<file path="config.mk">
export PLATFORM = sky130hd
export DESIGN_NAME = bsg_host_support_ctrl_flat
export DESIGN_NICKNAME = d
export VERILOG_FILES = /design/src/rtl/bsg_host_support_pkg.sv /design/src/rtl/bsg_host_support_ctrl_if.sv /design/src/rtl/bsg_host_delay_chain.sv /design/src/rtl/bsg_host_support_ctrl.sv /design/src/flat_wrapper.sv
export SDC_FILE = /design/constraint.sdc
export NUM_CORES = 1
export LEC_CHECK = 0
export CAP_MARGIN = 20
export CORE_MARGIN = 2
export CORE_UTILIZATION = 49
export DETAILED_ROUTE_END_ITERATION = 8
export PLACE_DENSITY = 0.79
export REMOVE_ABC_BUFFERS = 1
export SLEW_MARGIN = 20
export SYNTH_ARGS = -nofsm -noshare
export SYNTH_HDL_FRONTEND = slang
export SYNTH_HIERARCHICAL = 1
export SYNTH_SLANG_ARGS = --single-unit
</file>
<file path="constraint.sdc">
create_clock -name clk_i -period 2.45 [get_ports clk_i]
set_input_delay 0.735 -clock clk_i [delete_from_list [all_inputs] [get_ports clk_i]]
set_output_delay 0.735 -clock clk_i [all_outputs]
set_load 0.02 [all_outputs]
</file>
<file path="src/rtl/bsg_host_support_pkg.sv">
// bsg_host_support_pkg: shared constants for the host support block
package bsg_host_support_pkg;
  localparam int gpio_trace_en_idx_gp = 0;
  localparam int gpio_log_en_idx_gp   = 1;
  localparam int ctr_width_gp         = 64;
endpackage

</file>
<file path="src/rtl/bsg_host_support_ctrl_if.sv">
// bsg_host_support_ctrl_if: host GPIO write/readback bus
interface bsg_host_support_ctrl_if #(parameter int gpio_width_p = 2);
  logic                    gpio_w_v_i;
  logic [gpio_width_p-1:0] gpio_w_data_i;
  logic [gpio_width_p-1:0] gpio_o;
  logic [gpio_width_p-1:0] gpio_i;
  logic [gpio_width_p-1:0] gpio_r_data_o;
  modport master (output gpio_w_v_i, gpio_w_data_i, gpio_i, input gpio_o, gpio_r_data_o);
  modport slave (input gpio_w_v_i, gpio_w_data_i, gpio_i, output gpio_o, gpio_r_data_o);
endinterface

</file>
<file path="src/rtl/bsg_host_delay_chain.sv">
// bsg_host_delay_chain: resettable flop chain, zero stages is a pass-through
module bsg_host_delay_chain #(
  parameter int width_p  = 1,
  parameter int stages_p = 3
) (
  input  logic               clk_i,
  input  logic               reset_n_i,
  input  logic [width_p-1:0] data_i,
  output logic [width_p-1:0] data_o
);
  if (stages_p == 0) begin : g_pass
    assign data_o = data_i;
  end else begin : g_chain
    logic [width_p-1:0] r [stages_p];
    always_ff @(posedge clk_i)
      if (!reset_n_i)
        r <= '{default: '0};
      else begin
        r[0] <= data_i;
        for (int k = 1; k < stages_p; k++)
          r[k] <= r[k-1];
      end
    assign data_o = r[stages_p-1];
  end
endmodule

</file>
<file path="src/rtl/bsg_host_support_ctrl.sv">
// bsg_host_support_ctrl: reset-done delay chain, free-running cycle counter
// and host-writable GPIO register for the manycore testbench top
module bsg_host_support_ctrl
  import bsg_host_support_pkg::*;
#(
  parameter int                    chain_stages_p    = 3,
  parameter int                    ctr_width_p       = ctr_width_gp,
  parameter int                    gpio_width_p      = 2,
  parameter logic [gpio_width_p-1:0] gpio_init_p     = '0,
  parameter bit                    gpio_use_output_p = 1'b1
) (
  input  logic                   clk_i,
  input  logic                   reset_n_i,
  input  logic                   tag_done_i,
  output logic                   tag_done_r_o,
  output logic [ctr_width_p-1:0] ctr_r_o,
  bsg_host_support_ctrl_if.slave gpio
);
  bsg_host_delay_chain #(.width_p(1), .stages_p(chain_stages_p)) chain (
    .clk_i,
    .reset_n_i,
    .data_i(tag_done_i),
    .data_o(tag_done_r_o)
  );
  always_ff @(posedge clk_i)
    ctr_r_o <= !reset_n_i ? '0 : ctr_r_o + {{(ctr_width_p-1){1'b0}}, 1'b1};
  always_ff @(posedge clk_i)
    if (!reset_n_i)
      gpio.gpio_o <= gpio_init_p;
    else if (gpio.gpio_w_v_i)
      gpio.gpio_o <= gpio.gpio_w_data_i;
  assign gpio.gpio_r_data_o = gpio_use_output_p ? gpio.gpio_o : gpio.gpio_i;
endmodule

</file>
<file path="src/flat_wrapper.sv">
// flat-port wrapper written by rule: the top's interface ports become plain ports
module bsg_host_support_ctrl_flat import bsg_host_support_pkg::*;
#(
  parameter int                    chain_stages_p    = 3,
  parameter int                    ctr_width_p       = ctr_width_gp,
  parameter int                    gpio_width_p      = 2,
  parameter logic [gpio_width_p-1:0] gpio_init_p     = '0,
  parameter bit                    gpio_use_output_p = 1'b1
)
  (clk_i, reset_n_i, tag_done_i, tag_done_r_o, ctr_r_o, gpio_gpio_w_v_i, gpio_gpio_w_data_i, gpio_gpio_i, gpio_gpio_o, gpio_gpio_r_data_o);
  bsg_host_support_ctrl_if #(.gpio_width_p(gpio_width_p)) gpio_i ();
  input  logic clk_i;
  input  logic reset_n_i;
  input  logic tag_done_i;
  output logic tag_done_r_o;
  output logic [ctr_width_p-1:0] ctr_r_o;
  input wire logic [$bits(gpio_i.gpio_w_v_i)-1:0] gpio_gpio_w_v_i;
  input wire logic [$bits(gpio_i.gpio_w_data_i)-1:0] gpio_gpio_w_data_i;
  input wire logic [$bits(gpio_i.gpio_i)-1:0] gpio_gpio_i;
  output wire logic [$bits(gpio_i.gpio_o)-1:0] gpio_gpio_o;
  output wire logic [$bits(gpio_i.gpio_r_data_o)-1:0] gpio_gpio_r_data_o;
  assign gpio_i.gpio_w_v_i = gpio_gpio_w_v_i;
  assign gpio_i.gpio_w_data_i = gpio_gpio_w_data_i;
  assign gpio_i.gpio_i = gpio_gpio_i;
  assign gpio_gpio_o = gpio_i.gpio_o;
  assign gpio_gpio_r_data_o = gpio_i.gpio_r_data_o;
  bsg_host_support_ctrl #(.chain_stages_p(chain_stages_p), .ctr_width_p(ctr_width_p), .gpio_width_p(gpio_width_p), .gpio_init_p(gpio_init_p), .gpio_use_output_p(gpio_use_output_p)) u_core (.clk_i(clk_i), .reset_n_i(reset_n_i), .tag_done_i(tag_done_i), .tag_done_r_o(tag_done_r_o), .ctr_r_o(ctr_r_o), .gpio(gpio_i));
endmodule
</file>
# After elaboration in Yosys (flattened, before gate mapping)
# Cells that the tools add are included.
# word_totals
elab_cells	6
input_bits	8
register_bits	69
# op_classes
addsub	1
# op_table
operator	count
adder 64 x 1 -> 64 bit (second input constant)	1

# Longest topological paths before layout
# logic_depth
word_depth	1
mapped_depth	7
ltp_nobuf	6

# By module
# The synthesis kept the hierarchy.
# modules_own_cells
module	cells_per_inst	area_each_um2	n_inst
bsg_host_support_ctrl	357	3045.4	1
bsg_host_delay_chain	6	78.8	1

# Worst setup path before layout
# Ideal clock, no wire load.
# synth_timing
kind	register -> register
from	reg u_core.ctr_r_o[0]
to	reg u_core.ctr_r_o[56]
t_arrival_ps	2164
setup_slack_ps	217
n_path_buf	0
t_required_ps	2380
stages_incl_launch_ff	7
cell_sequence	dfxtp_1 ha_1 nand4_1 nor3_1 nand4_1 or4_1 a21oi_1
# synth_between
elab_chain_cells	1
# synth_lines
item	line_no	rtl
start: declaration	bsg_host_support_ctrl.sv:16	output logic [ctr_width_p-1:0] ctr_r_o,
start signal: assignment	bsg_host_support_ctrl.sv:26	ctr_r_o <= !reset_n_i ? '0 : ctr_r_o + {{(ctr_width_p-1){1'b0}}, 1'b1};
adder 64 x 1 -> 64 bit	bsg_host_support_ctrl.sv:26	
# Every way passes these cells.
# A chain may end at the register's enable or synchronous reset.

# Worst setup path in the final report
# layout_timing
from	reg u_core.ctr_r_o[12]
to	out ctr_r_o[12]
# layout_lines
item	line_no	rtl
end: declaration	flat_wrapper.sv:16	output logic [ctr_width_p-1:0] ctr_r_o;
# No word-level cell between the ends.

==> metrics.md <==
| Metric | Value |
|---|---|
| Status | `complete, no violations` |
| Hold path depth | `1` |
| Cell row count | `29` |
| Crit path DAT | `1.51 ns` |
| Critical path class | `flop to output port` |
| Worst setup EP type | `output port` |
| Post-synth top area share | `44.21%` |
| Drt first pass iters | `4` |
| Starting Density | `approximately 50%` |
| Final Hold Viols | `0` |
| Synth top area cells | `dfxtp_1 44%, xor2_1 6.2%, nor2_1 5.3%, nand4_1 4.8%, a21oi_1 4.5%` |
| Min setup slack post-route | `0.2083 ns` |
| Root Driver | `clkbuf_8` |
| # IOs | `77` |
| Largest net degree at the start of global routing | `64` |
| Iter 0 DRT Violations | `around 140` |
| Commonest cells after routing, fill and taps aside | `74 x clkdlybuf4s50_1, 69 x dfxtp_1, 44 x nor2_1` |
| Final Max Slew Viols | `0` |
| Congestion Overflow GR | `0` |
| Post-Syn Area | `approximately 3100 um^2` |
| Vias in the first global route | `between 2,000 and 3,000` |
| Max-slew headroom | `60.92%` |
| Crit-path cells | `clkdlybuf4s50_1` |
| Clock transition at path regs | `0.07 ns` |
| RSZ-0062 raised after global routing | `no` |
| CTS tree | `built` |
| Die Span X | `~84 um` |
| F_max | `between 400 and 500 MHz` |
| CP max FO | `7` |
| Worst-Skew Late Latency | `0.35 ns` |
| P&R area growth vs syn | `35.56%` |
| Register area share after synthesis | `44.21%` |
| Worst hold margin | `~0.44 ns` |
| FILL cells | `between 500 and 600` |
| Die height | `83.85 um` |
| Core Box Area | `roughly 6200 um^2` |
| Clk buf depth | `2` |
| CP peak stage delay | `roughly 0.68 ns` |
| Initial antenna violation count | `0` |
| Worst-Margin Slew | `roughly 0.58 ns` |
| Nets | `between 400 and 500` |
| Critical Path RT | `around 1.7 ns` |
| Placed cell count | `512` |
| Vias after detailed routing | `between 3,000 and 4,000` |
| Final Non-Filler Cells | `529` |
| Hold_buf cts | `0` |
| Setup TNS | `0 ns` |
| Pre-CTS WS | `between 0.1 and 0.15 ns` |
| DRC | `0` |
| Routed vias/inst | `~5.8` |
| Min-delay worst type | `flop to flop` |
| CTS Buf Count | `9` |
| Period utilization | `roughly 91%` |
| Tmin final | `roughly 2.2 ns` |
| Largest area contributor in the netlist | `dfxtp_1` |
| Final ANT Viol Nets | `0` |
| Post-Route WL | `7.720 mm` |
| Worst-case reg-to-reg path depth | `6` |
| Crit path buffers/inverters | `1` |
| RePlAce Congestion | `about 0.78` |
| Stages on worst setup path | `1` |
| Crit path launch type | `flop` |
| Cells after synthesis | `between 300 and 400` |
| IO buf count | `74` |
| Clock sink total | `between 60 and 70` |
| Max IR drop VDD | `roughly 0.33 mV` |
| Final setup vio count | `0` |
| Commonest non-fill, non-tap cell in the layout | `clkdlybuf4s50_1` |
| Worst path top cell family by delay | `buffers and inverters` |
| CTS H-Tree Depth | `3` |
| Slowest CP cell | `clkdlybuf4s50_1` |
| DP Wirelength | `between 5 and 6 mm` |
| Layout cells sized above 1 | `between 8 and 9%` |
| Synth Warn # | `6` |
| Clock skew | `~0.0089 ns` |
| Die area | `7031 um^2` |
| Lkg Pwr | `about 1.4 nW` |
| Diodes inserted | `0` |
| Power Dens Cells | `about 530 nW/um^2` |
| Avg WL per Cell | `14.59 um` |
| GRT Total Usage | `22.46%` |
| Distinct cells, synth | `33` |
| Syn_area_per_cell | `around 8.6 um^2` |
| First-pass GRT wire length | `between 10 and 15 mm` |
| Register bit total from synthesis | `between 60 and 70` |
| Max-Cap Viols | `0` |
-- cells by family after synthesis --
family,Yosys count,synth area share [%]
compound gates,57,10.17
xor+xnor,32,8.970
fa+ha+maj,1,0.4004
buf+inv,15,2.282
flops,69,44.21
mux,3,0.9612
simple gates,186,33.00
-- cells in the mapped netlist --
library cell,number
inv_1,3
nand3_4,1
nor4b_1,2
nand2_1,27
and3_1,10
or4_1,14
nor3_1,7
o31ai_1,13
ha_1,1
mux2i_1,3
dfxtp_1,69
and4_1,2
nor4_2,1
inv_2,1
or2_2,2
o21ai_0,16
nand4_2,3
clkbuf_1,8
and2_1,4
buf_4,2
nor4_1,2
xnor2_1,10
xor2_1,22
nor3b_1,1
nand3_1,24
nor2_1,44
nor4_4,1
buf_6,1
nand4_1,24
nor3_2,1
nand2b_1,2
or3_1,14
a21oi_1,28
-- metrics by stage --
| stage | utilization (%) | power (W) | area, um^2 |
|---|---|---|---|
| 2_1_floorplan | - | 0.001194 | 3068 |
| 3_3_place_gp | 63.85 | 0.001237 | 3985 |
| 3_5_place_dp | 63.85 | 0.001240 | 3985 |
| 4_1_cts | 67.44 | 0.002273 | 4209 |
| 5_1_grt | 67.86 | 0.002331 | 4235 |
| 6_report | 67.86 | 0.002260 | 4235 |
-- final timing paths --
path	slack, ns	start	endpoint
hold / removal	0.44	u_core/chain/g_chain.r[1]	u_core/chain/data_o
setup / recovery	0.21	u_core/ctr_r_o[12]	ctr_r_o[12]
hold reg to reg	0.44	u_core/chain/g_chain.r[1]	u_core/chain/data_o
setup reg to reg	0.22	u_core/ctr_r_o[15]	u_core/ctr_r_o[56]
-- cell type report --
type                       count  area (um^2)  area share [%]
multi-input combinational    279         1690           39.91
sequential                    69         1381           32.61
timing repair buffer          84        828.3           19.56
clock buffer                  10        137.6           3.250
tap                           77        96.34           2.275
clock inverter                 6        86.33           2.038
inverter                       4        15.01          0.3545
-- routing by layer --
metal | wire (um) | track usage, % | part of all wire [%]
met4 | 137 | 9.824 | 1.8
met3 | 444 | 5.341 | 5.8
met1 | 3436 | 28.42 | 45
met5 | 0 | 0 | 0
met2 | 3701 | 36.51 | 48
-- registers in the layout, indices dropped and copies added, names as in the netlist --
| register | flops |
|---|---|
| u_core/chain/data_o | 1 |
| u_core/chain/g_chain.r | 2 |
| u_core/ctr_r_o | 64 |
| u_core/gpio.gpio_o | 2 |
-- power by group --
part           total [W]  switching (W)  leakage [nW]  internal [W]
Combinational  0.0000792      0.0000441         0.719     0.0000351
Sequential       0.00113     0.00000528         0.557       0.00113
Clock            0.00105       0.000448         0.112      0.000599
Total            0.00226       0.000497          1.39       0.00176
-- timing repair --
action	4_1_cts	5_1_grt
resized for setup	0	3
setup buffers	0	1
setup endpoints to repair	0	12
(Power assumes the default switching activity.)
